<file path="src/rtl/v_pkg.sv">
// Shared types for the v list engine and its multi-channel update ingress.
// Update fields travel as one packed upd_t so FIFOs and issue registers stay uniform.
package v_pkg;

    localparam int UPD_MUX_N_CH_MAX = 16;

    typedef logic [7:0]  id_t;
    typedef logic [15:0] key_t;
    typedef logic [15:0] size_t;

    typedef enum logic [1:0] {
        CMD_NOP = 2'd0,
        CMD_INS = 2'd1,
        CMD_DEL = 2'd2,
        CMD_MOD = 2'd3
    } cmd_t;

    typedef struct packed {
        id_t   prod_id;
        cmd_t  cmd;
        key_t  key;
        size_t size;
    } upd_t;

endpackage

</file>
<file path="src/rtl/v_upd_mux_fifo.sv">
// Single-channel update FIFO for v_upd_mux: owns pointers, occupancy,
// registered ready and the sticky overflow flag for one producer.
module v_upd_mux_fifo
    import v_pkg::*;
#(
    parameter int DEPTH = 8
)
(
    input  logic clk,
    input  logic arst_n,
    input  logic i_vld,
    input  upd_t i_data,
    input  logic i_pop,
    output logic o_rdy_r,
    output logic o_ovf_r,
    output logic o_nempty,
    output upd_t o_head
);

    localparam int AW = $clog2(DEPTH);
    localparam int CW = AW + 1;

    logic [AW-1:0] r_wptr;
    logic [AW-1:0] r_rptr;
    logic [CW-1:0] r_count;
    logic [CW-1:0] w_count_next;
    upd_t          r_mem [DEPTH];
    logic          w_push;
    logic          w_pop;

    assign w_push       = i_vld & o_rdy_r;
    assign w_pop        = i_pop & (r_count != '0);
    assign w_count_next = r_count + CW'(w_push) - CW'(w_pop);
    assign o_nempty     = (r_count != '0);
    assign o_head       = r_mem[r_rptr];

    // Ready looks at the post-update count, so a full FIFO stays unready for
    // the cycle it is drained and reopens one edge later.
    always_ff @(posedge clk or negedge arst_n) begin
        if (!arst_n) begin
            r_wptr  <= '0;
            r_rptr  <= '0;
            r_count <= '0;
            o_rdy_r <= 1'b0;
            o_ovf_r <= 1'b0;
            for (int i = 0; i < DEPTH; i++) begin
                r_mem[i] <= '0;
            end
        end else begin
            if (w_push) begin
                r_mem[r_wptr] <= i_data;
                r_wptr        <= r_wptr + AW'(1);
            end
            if (w_pop) begin
                r_rptr <= r_rptr + AW'(1);
            end
            if (i_vld && !o_rdy_r) begin
                o_ovf_r <= 1'b1;
            end
            r_count <= w_count_next;
            o_rdy_r <= (w_count_next < CW'(DEPTH));
        end
    end

endmodule

</file>
<file path="src/rtl/v_upd_mux.sv">
// Multi-channel update ingress for the v engine: per-channel FIFOs feeding a
// busy-gated round-robin issue stage. Optional per-channel issue counters: V_UPD_MUX_STATS_EN.
module v_upd_mux
    import v_pkg::*;
#(
    parameter int N_CH       = 4,
    parameter int FIFO_DEPTH = 8,
    parameter int CNT_W      = 32
)
(
    input  logic                     clk,
    input  logic                     arst_n,
    input  logic [N_CH-1:0]          i_ch_vld,
    input  id_t                      i_ch_prod_id [N_CH],
    input  cmd_t                     i_ch_cmd     [N_CH],
    input  key_t                     i_ch_key     [N_CH],
    input  size_t                    i_ch_size    [N_CH],
    output logic [N_CH-1:0]          o_ch_rdy_r,
    output logic [N_CH-1:0]          o_ch_ovf_r,
    input  logic                     i_busy_r,
    output logic                     o_upd_vld_r,
    output id_t                      o_upd_prod_id_r,
    output cmd_t                     o_upd_cmd_r,
    output key_t                     o_upd_key_r,
    output size_t                    o_upd_size_r,
    output logic [$clog2(N_CH)-1:0]  o_upd_ch_r
`ifdef V_UPD_MUX_STATS_EN
    ,
    output logic [CNT_W-1:0]         o_stat_issued_r [N_CH]
`endif
);

    localparam int CH_W = $clog2(N_CH);

    if (N_CH < 2 || N_CH > UPD_MUX_N_CH_MAX || FIFO_DEPTH < 2 ||
        (FIFO_DEPTH & (FIFO_DEPTH - 1)) != 0 || CNT_W < 1) begin : g_param_err
        $error("v_upd_mux: illegal parameter set");
    end

    logic [N_CH-1:0] w_nonempty;
    logic [N_CH-1:0] w_pop;
    upd_t            w_head [N_CH];
    logic [CH_W-1:0] w_cand [N_CH];
    logic [CH_W-1:0] r_rr_ptr;
    logic            w_grant_vld;
    logic [CH_W-1:0] w_grant;
    upd_t            r_upd;

    for (genvar c = 0; c < N_CH; c++) begin : g_ch
        upd_t w_in;

        assign w_in.prod_id = i_ch_prod_id[c];
        assign w_in.cmd     = i_ch_cmd[c];
        assign w_in.key     = i_ch_key[c];
        assign w_in.size    = i_ch_size[c];
        assign w_pop[c]     = w_grant_vld & (w_grant == CH_W'(c));
        assign w_cand[c]    = CH_W'((int'(r_rr_ptr) + c) % N_CH);

        v_upd_mux_fifo #(
            .DEPTH (FIFO_DEPTH)
        ) u_fifo (
            .clk      (clk),
            .arst_n   (arst_n),
            .i_vld    (i_ch_vld[c]),
            .i_data   (w_in),
            .i_pop    (w_pop[c]),
            .o_rdy_r  (o_ch_rdy_r[c]),
            .o_ovf_r  (o_ch_ovf_r[c]),
            .o_nempty (w_nonempty[c]),
            .o_head   (w_head[c])
        );
    end

    // Scan candidates from farthest to nearest so the first non-empty channel
    // at or after rr_ptr is the one left standing.
    always_comb begin
        w_grant_vld = 1'b0;
        w_grant     = r_rr_ptr;
        if (!i_busy_r) begin
            for (int i = N_CH - 1; i >= 0; i--) begin
                if (w_nonempty[w_cand[i]]) begin
                    w_grant_vld = 1'b1;
                    w_grant     = w_cand[i];
                end
            end
        end
    end

    always_ff @(posedge clk or negedge arst_n) begin
        if (!arst_n) begin
            r_rr_ptr    <= '0;
            o_upd_vld_r <= 1'b0;
            o_upd_ch_r  <= '0;
            r_upd       <= '0;
        end else begin
            o_upd_vld_r <= w_grant_vld;
            if (w_grant_vld) begin
                r_upd      <= w_head[w_grant];
                o_upd_ch_r <= w_grant;
                r_rr_ptr   <= CH_W'((int'(w_grant) + 1) % N_CH);
            end
        end
    end

    assign o_upd_prod_id_r = r_upd.prod_id;
    assign o_upd_cmd_r     = r_upd.cmd;
    assign o_upd_key_r     = r_upd.key;
    assign o_upd_size_r    = r_upd.size;

`ifdef V_UPD_MUX_STATS_EN
    always_ff @(posedge clk or negedge arst_n) begin
        if (!arst_n) begin
            for (int c = 0; c < N_CH; c++) begin
                o_stat_issued_r[c] <= '0;
            end
        end else begin
            for (int c = 0; c < N_CH; c++) begin
                if (w_pop[c]) begin
                    o_stat_issued_r[c] <= o_stat_issued_r[c] + CNT_W'(1);
                end
            end
        end
    end
`endif

endmodule

</file>
<file path="config.mk">
export PLATFORM = sky130hd
export DESIGN_NAME = v_upd_mux
export DESIGN_NICKNAME = d
export VERILOG_FILES = /design/src/rtl/v_pkg.sv /design/src/rtl/v_upd_mux_fifo.sv /design/src/rtl/v_upd_mux.sv
export SDC_FILE = /design/constraint.sdc
export NUM_CORES = 2
export LEC_CHECK = 0
export BUFFER_PORTS_ARGS = -buffer_cell sky130_fd_sc_hd__buf_2
export CORE_ASPECT_RATIO = 0.5
export CORE_UTILIZATION = 62
export CTS_CLUSTER_SIZE = 40
export DETAILED_ROUTE_END_ITERATION = 6
export PLACE_DENSITY = 0.82
export SYNTH_ARGS = -nofsm -noshare
export SYNTH_HDL_FRONTEND = slang
export SYNTH_SLANG_ARGS = --single-unit
</file>
<file path="constraint.sdc">
create_clock -name clk -period 3.9 [get_ports clk]
set_input_delay 0.78 -clock clk [delete_from_list [all_inputs] [get_ports clk]]
set_output_delay 0.78 -clock clk [all_outputs]
set_load 0.05 [all_outputs]
</file>
==> impl_results.md <==
- Run status: complete, no violations
- Crit end category: flip-flop
- Via density per instance: 6.48
- Post-synth net total: between 4,000 and 5,000
- Total of flip-flops plus latches after synthesis: 1,439
- Non-filler cells, final: approximately 5,600
- Maximum vdd ir drop: between 500 and 600 uV
- Number of cells traversed by the worst hold path: 2
- Final critical delay including setup and external delays: around 3.7 ns
- Max capacitance violation total: 0
- Fillcell total: between 6,000 and 7,000
- Setup-violating endpoint count in the final report: 0
- Share of the clock period used by the worst path: 95.6%
- Cells after DPL: 5,332
- Relative slew slack: between 30% and 40%
- Yosys warning count: 0
- Total congestion overflow after global routing: 0
- Area share of fa/ha/maj cells after synthesis: less than 1%
- Most frequent cells in the layout: sky130_fd_sc_hd__dfrtp_1, sky130_fd_sc_hd__mux2_2, sky130_fd_sc_hd__mux4_2
- DIE AREA: 105,000 um2
- Core Area: roughly 100,000 um2
- Average cell area after synthesis: about 16 um2
- Endpoint of the worst-slack reg-to-reg timing path: g_ch[3].u_fifo.r_count[2]
- Multiplexer share of the synthesized area: approximately two fifths
- WL/cell: roughly 28 um
- RSZ-0062 raised after global routing: false
- Complex-gate fraction of the synthesized area: between 1 and 1.5%
- IO Count: ~230
- Highest attainable clock frequency: roughly 0.27 GHz
- Post-CTS setup buffer count: 0
- CTS root buffer: sky130_fd_sc_hd__clkbuf_16
- Post-synthesis cell area: 64,400 um2
- Antenna Violating Nets Remaining: 0
- Netlist cell types: 46
- Initial DRC count: around 3,100
- Sequential-to-total area share from yosys stat: 55.9%
- R2r worst-path depth: 14
- Area leader, netlist: sky130_fd_sc_hd__dfrtp_1
- Pwr Density: between 900 and 1000 nW/um2
- Synthesized instance count: roughly 3,900
- Number of global-route vias before repair: about 38,000
- Number of placement rows: 83
- Post-synthesis async set-or-reset flop share: 100%
- Largest buffer count on any clock path: 3
- Internal reg-to-reg setup slack: 0.17 ns
- Net total in the final layout: 4,303
- DP Wirelength: 101,000 um
- Count of flip-flops with a built-in enable after synthesis: 0
- Y dimension of the die: 230 um
- Total iterations of the first detailed-routing run: 5
- Antenna violations before repair: between 50 and 60
- Maximum fanout along the worst path: 13
- Area of all placed cells without fillers: roughly 72,000 um2
- Slew Limit Fails: 0
- Top area cells in the synthesized netlist: sky130_fd_sc_hd__dfrtp_1, sky130_fd_sc_hd__mux2_2, sky130_fd_sc_hd__mux4_2, sky130_fd_sc_hd__mux2i_1, sky130_fd_sc_hd__clkbuf_1
- Total track usage: 30.6%
- Clk sink count: between 1,000 and 1,500
- Initial Utilization: 62.7%
- Clock latency at the later pin of the worst-skew pair: roughly 0.76 ns
- Via total after detailed routing: between 30,000 and 40,000
- Data arrival at the endpoint of the critical path: between 4 and 5 ns
- Commonest non-fill, non-tap cell in the layout: sky130_fd_sc_hd__dfrtp_1
- Xor and xnor fraction of the mapped netlist area: less than 1%
- Most instantiated flip-flop cell in the synthesis netlist: sky130_fd_sc_hd__dfrtp_1
- Share of Yosys cell area claimed by the top area cell type: a little under three fifths
- Final hold violations: 0
- Path category of the worst min-delay check: in -> reg
- Share of layout cells above drive strength 1: 55.8%
- CTS clock-pin slew for the worst setup and hold paths: around 0.07 ns
- Combinational family with the most area after synthesis: multiplexers
- Static leakage: between 30 and 40 nW
- Source of the worst hold timing path: i_ch_vld[3]
- Post-detailed-route DRC marker count: 0
- Maximum level of the CTS H-tree: 3
- Required arrival time at the worst endpoint: about 4.6 ns
- Pin slew with the least headroom to its limit: roughly 0.9 ns
- Final weighted congestion in routability-driven placement: about 0.93
- CTS tree: built
- Share of synthesized cell area in and, or, nand and nor gates: less than 1%
- First-pass GRT wire length: roughly 240,000 um
- Startpoint type of the worst setup path: flip-flop
- Port bufs: ~230
- Beginning of the worst register-to-register path: g_ch[3].u_fifo.r_count[2]
- Worst setup path category: reg -> reg
- Max Clock Skew: 0.0261 ns
- Post-synthesis to final-layout area growth: 11.6%
- Instance area after placement: roughly 68,000 um2
- Die width: 458 um
- Sum of negative setup slack: 0 ns
- Maximum number of pins on one net before global-route repair: between 150 and 200
- Total clock buffers created by CTS: around 120
- Final routed wirelength across all metal layers: 157,000 um
- Sink of the worst hold path: g_ch[3].u_fifo.o_ovf_r
[cell usage after synthesis, types with 3 or more instances]
| master | number |
|---|---|
| sky130_fd_sc_hd__mux2i_1 | 126 |
| sky130_fd_sc_hd__or4_1 | 4 |
| sky130_fd_sc_hd__mux2_1 | 35 |
| sky130_fd_sc_hd__nand2_1 | 21 |
| sky130_fd_sc_hd__clkbuf_1 | 220 |
| sky130_fd_sc_hd__mux4_2 | 336 |
| sky130_fd_sc_hd__fa_1 | 4 |
| sky130_fd_sc_hd__nor2_1 | 17 |
| sky130_fd_sc_hd__inv_1 | 45 |
| sky130_fd_sc_hd__nand2b_1 | 7 |
| sky130_fd_sc_hd__dfrtp_1 | 1439 |
| sky130_fd_sc_hd__o221ai_1 | 42 |
| sky130_fd_sc_hd__xor2_1 | 6 |
| sky130_fd_sc_hd__xnor2_1 | 20 |
| sky130_fd_sc_hd__a21o_1 | 9 |
| sky130_fd_sc_hd__buf_4 | 8 |
| sky130_fd_sc_hd__buf_2 | 36 |
| sky130_fd_sc_hd__nor3_1 | 12 |
| sky130_fd_sc_hd__a21oi_1 | 4 |
| sky130_fd_sc_hd__ha_1 | 28 |
| sky130_fd_sc_hd__a32oi_1 | 42 |
| sky130_fd_sc_hd__mux2_2 | 1401 |
| sky130_fd_sc_hd__buf_1 | 9 |
| sky130_fd_sc_hd__or3_1 | 4 |
| sky130_fd_sc_hd__nor3b_1 | 4 |
| sky130_fd_sc_hd__buf_6 | 3 |
[cell families (layout without fill, tap and decap cells)]
kind of cell,Yosys count,in the layout
mux,1898,1898
flops,1439,1439
buf+inv,323,615
compound gates,106,106
simple gates,83,83
fa+ha+maj,32,32
xor+xnor,27,27
other cells,0,21
[where the power goes]
part	internal, mW	total (mW)	leakage (nW)	switching [mW]
registers	22.1	26.8	17.8	4.67
clock network	7.02	12.7	2.08	5.66
logic	14.3	26.7	11.5	12.4
[routing by layer]
| layer | up-vias | wire length [um] | global-route usage (%) |
|---|---|---|---|
| met5 | - | 130 | 0 |
| met4 | 18 | 4100 | 9.00 |
| met3 | 297 | 10000 | 6.75 |
| met2 | 1014 | 73300 | 46.8 |
| met1 | 19800 | 69000 | 44.5 |
| li1 | 15100 | - | - |
[worst max-delay path, cell delays in order, from the launching register on]
cell,delay (ns)
sky130_fd_sc_hd__dfrtp_1,0.38
sky130_fd_sc_hd__inv_1,0.08
sky130_fd_sc_hd__ha_1,0.18
sky130_fd_sc_hd__or3b_1,0.39
sky130_fd_sc_hd__o21ai_1,0.13
sky130_fd_sc_hd__nor2_1,0.08
sky130_fd_sc_hd__o311ai_4,0.49
sky130_fd_sc_hd__xnor2_2,0.33
sky130_fd_sc_hd__and2_1,0.35
sky130_fd_sc_hd__ha_1,0.28
sky130_fd_sc_hd__inv_1,0.07
sky130_fd_sc_hd__ha_1,0.16
sky130_fd_sc_hd__inv_1,0.06
sky130_fd_sc_hd__fa_1,0.40
sky130_fd_sc_hd__xnor2_1,0.23
[sequential cells by signal (all words and copies together), names as in the netlist]
register	flops
g_ch.u_fifo.o_ovf_r	4
g_ch.u_fifo.o_rdy_r	4
g_ch.u_fifo.r_count	16
g_ch.u_fifo.r_mem	1344
g_ch.u_fifo.r_rptr	12
g_ch.u_fifo.r_wptr	12
o_upd_ch_r	2
o_upd_cmd_r	2
o_upd_key_r	16
o_upd_prod_id_r	8
o_upd_size_r	16
o_upd_vld_r	1
r_rr_ptr	2
[per-stage QoR]
stage / worst slack [ns] / total power [mW] / util, % / hold slack, ns
4_1_cts: 0.204 / 66.2 / 69.9 / 0.210
6_report: 0.172 / 66.2 / 70.0 / 0.252
5_1_grt: 0.0371 / 69.3 / 69.9 / 0.224
3_5_place_dp: 0.231 / 53.4 / 65.8 / 0.445
3_3_place_gp: 0.418 / 51.9 / 65.8 / 0.431
2_1_floorplan: 0.804 / 44.2 / - / 0.429
[area by class of cell]
type	count	area [um2]	area share (%)
Antenna cell	21	52.6	0.0731
Clock inverter	65	734	1.02
Sequential cell	1439	36000	50.2
Clock buffer	162	3430	4.78
Inverter	46	173	0.240
Multi-Input combinational cell	2146	27200	37.9
Timing Repair Buffer	342	2490	3.47
Tap cell	1360	1700	2.37
[repair_timing]
action / 4_1_cts / 5_1_grt
hold buffers: 1 / 0
setup endpoints to repair: 0 / 2
resized for setup: 0 / 1
hold endpoints to repair: 41 / 0
[how the worst max path moves through the flow]
stage	startpoint	to	slack (ns)
2_1_floorplan	g_ch[1].u_fifo.r_count[2]	g_ch[1].u_fifo.r_count[2]	0.80
3_3_place_gp	g_ch[2].u_fifo.r_count[2]	g_ch[3].u_fifo.r_count[3]	0.42
3_5_place_dp	g_ch[2].u_fifo.r_count[2]	g_ch[3].u_fifo.r_count[2]	0.23
4_1_cts	g_ch[2].u_fifo.r_count[2]	g_ch[3].u_fifo.r_count[2]	0.20
5_1_grt	g_ch[3].u_fifo.r_count[2]	g_ch[3].u_fifo.r_count[3]	0.04
6_report	g_ch[3].u_fifo.r_count[2]	g_ch[3].u_fifo.r_count[2]	0.17
Note: power is estimated with default switching activity, not from simulation.
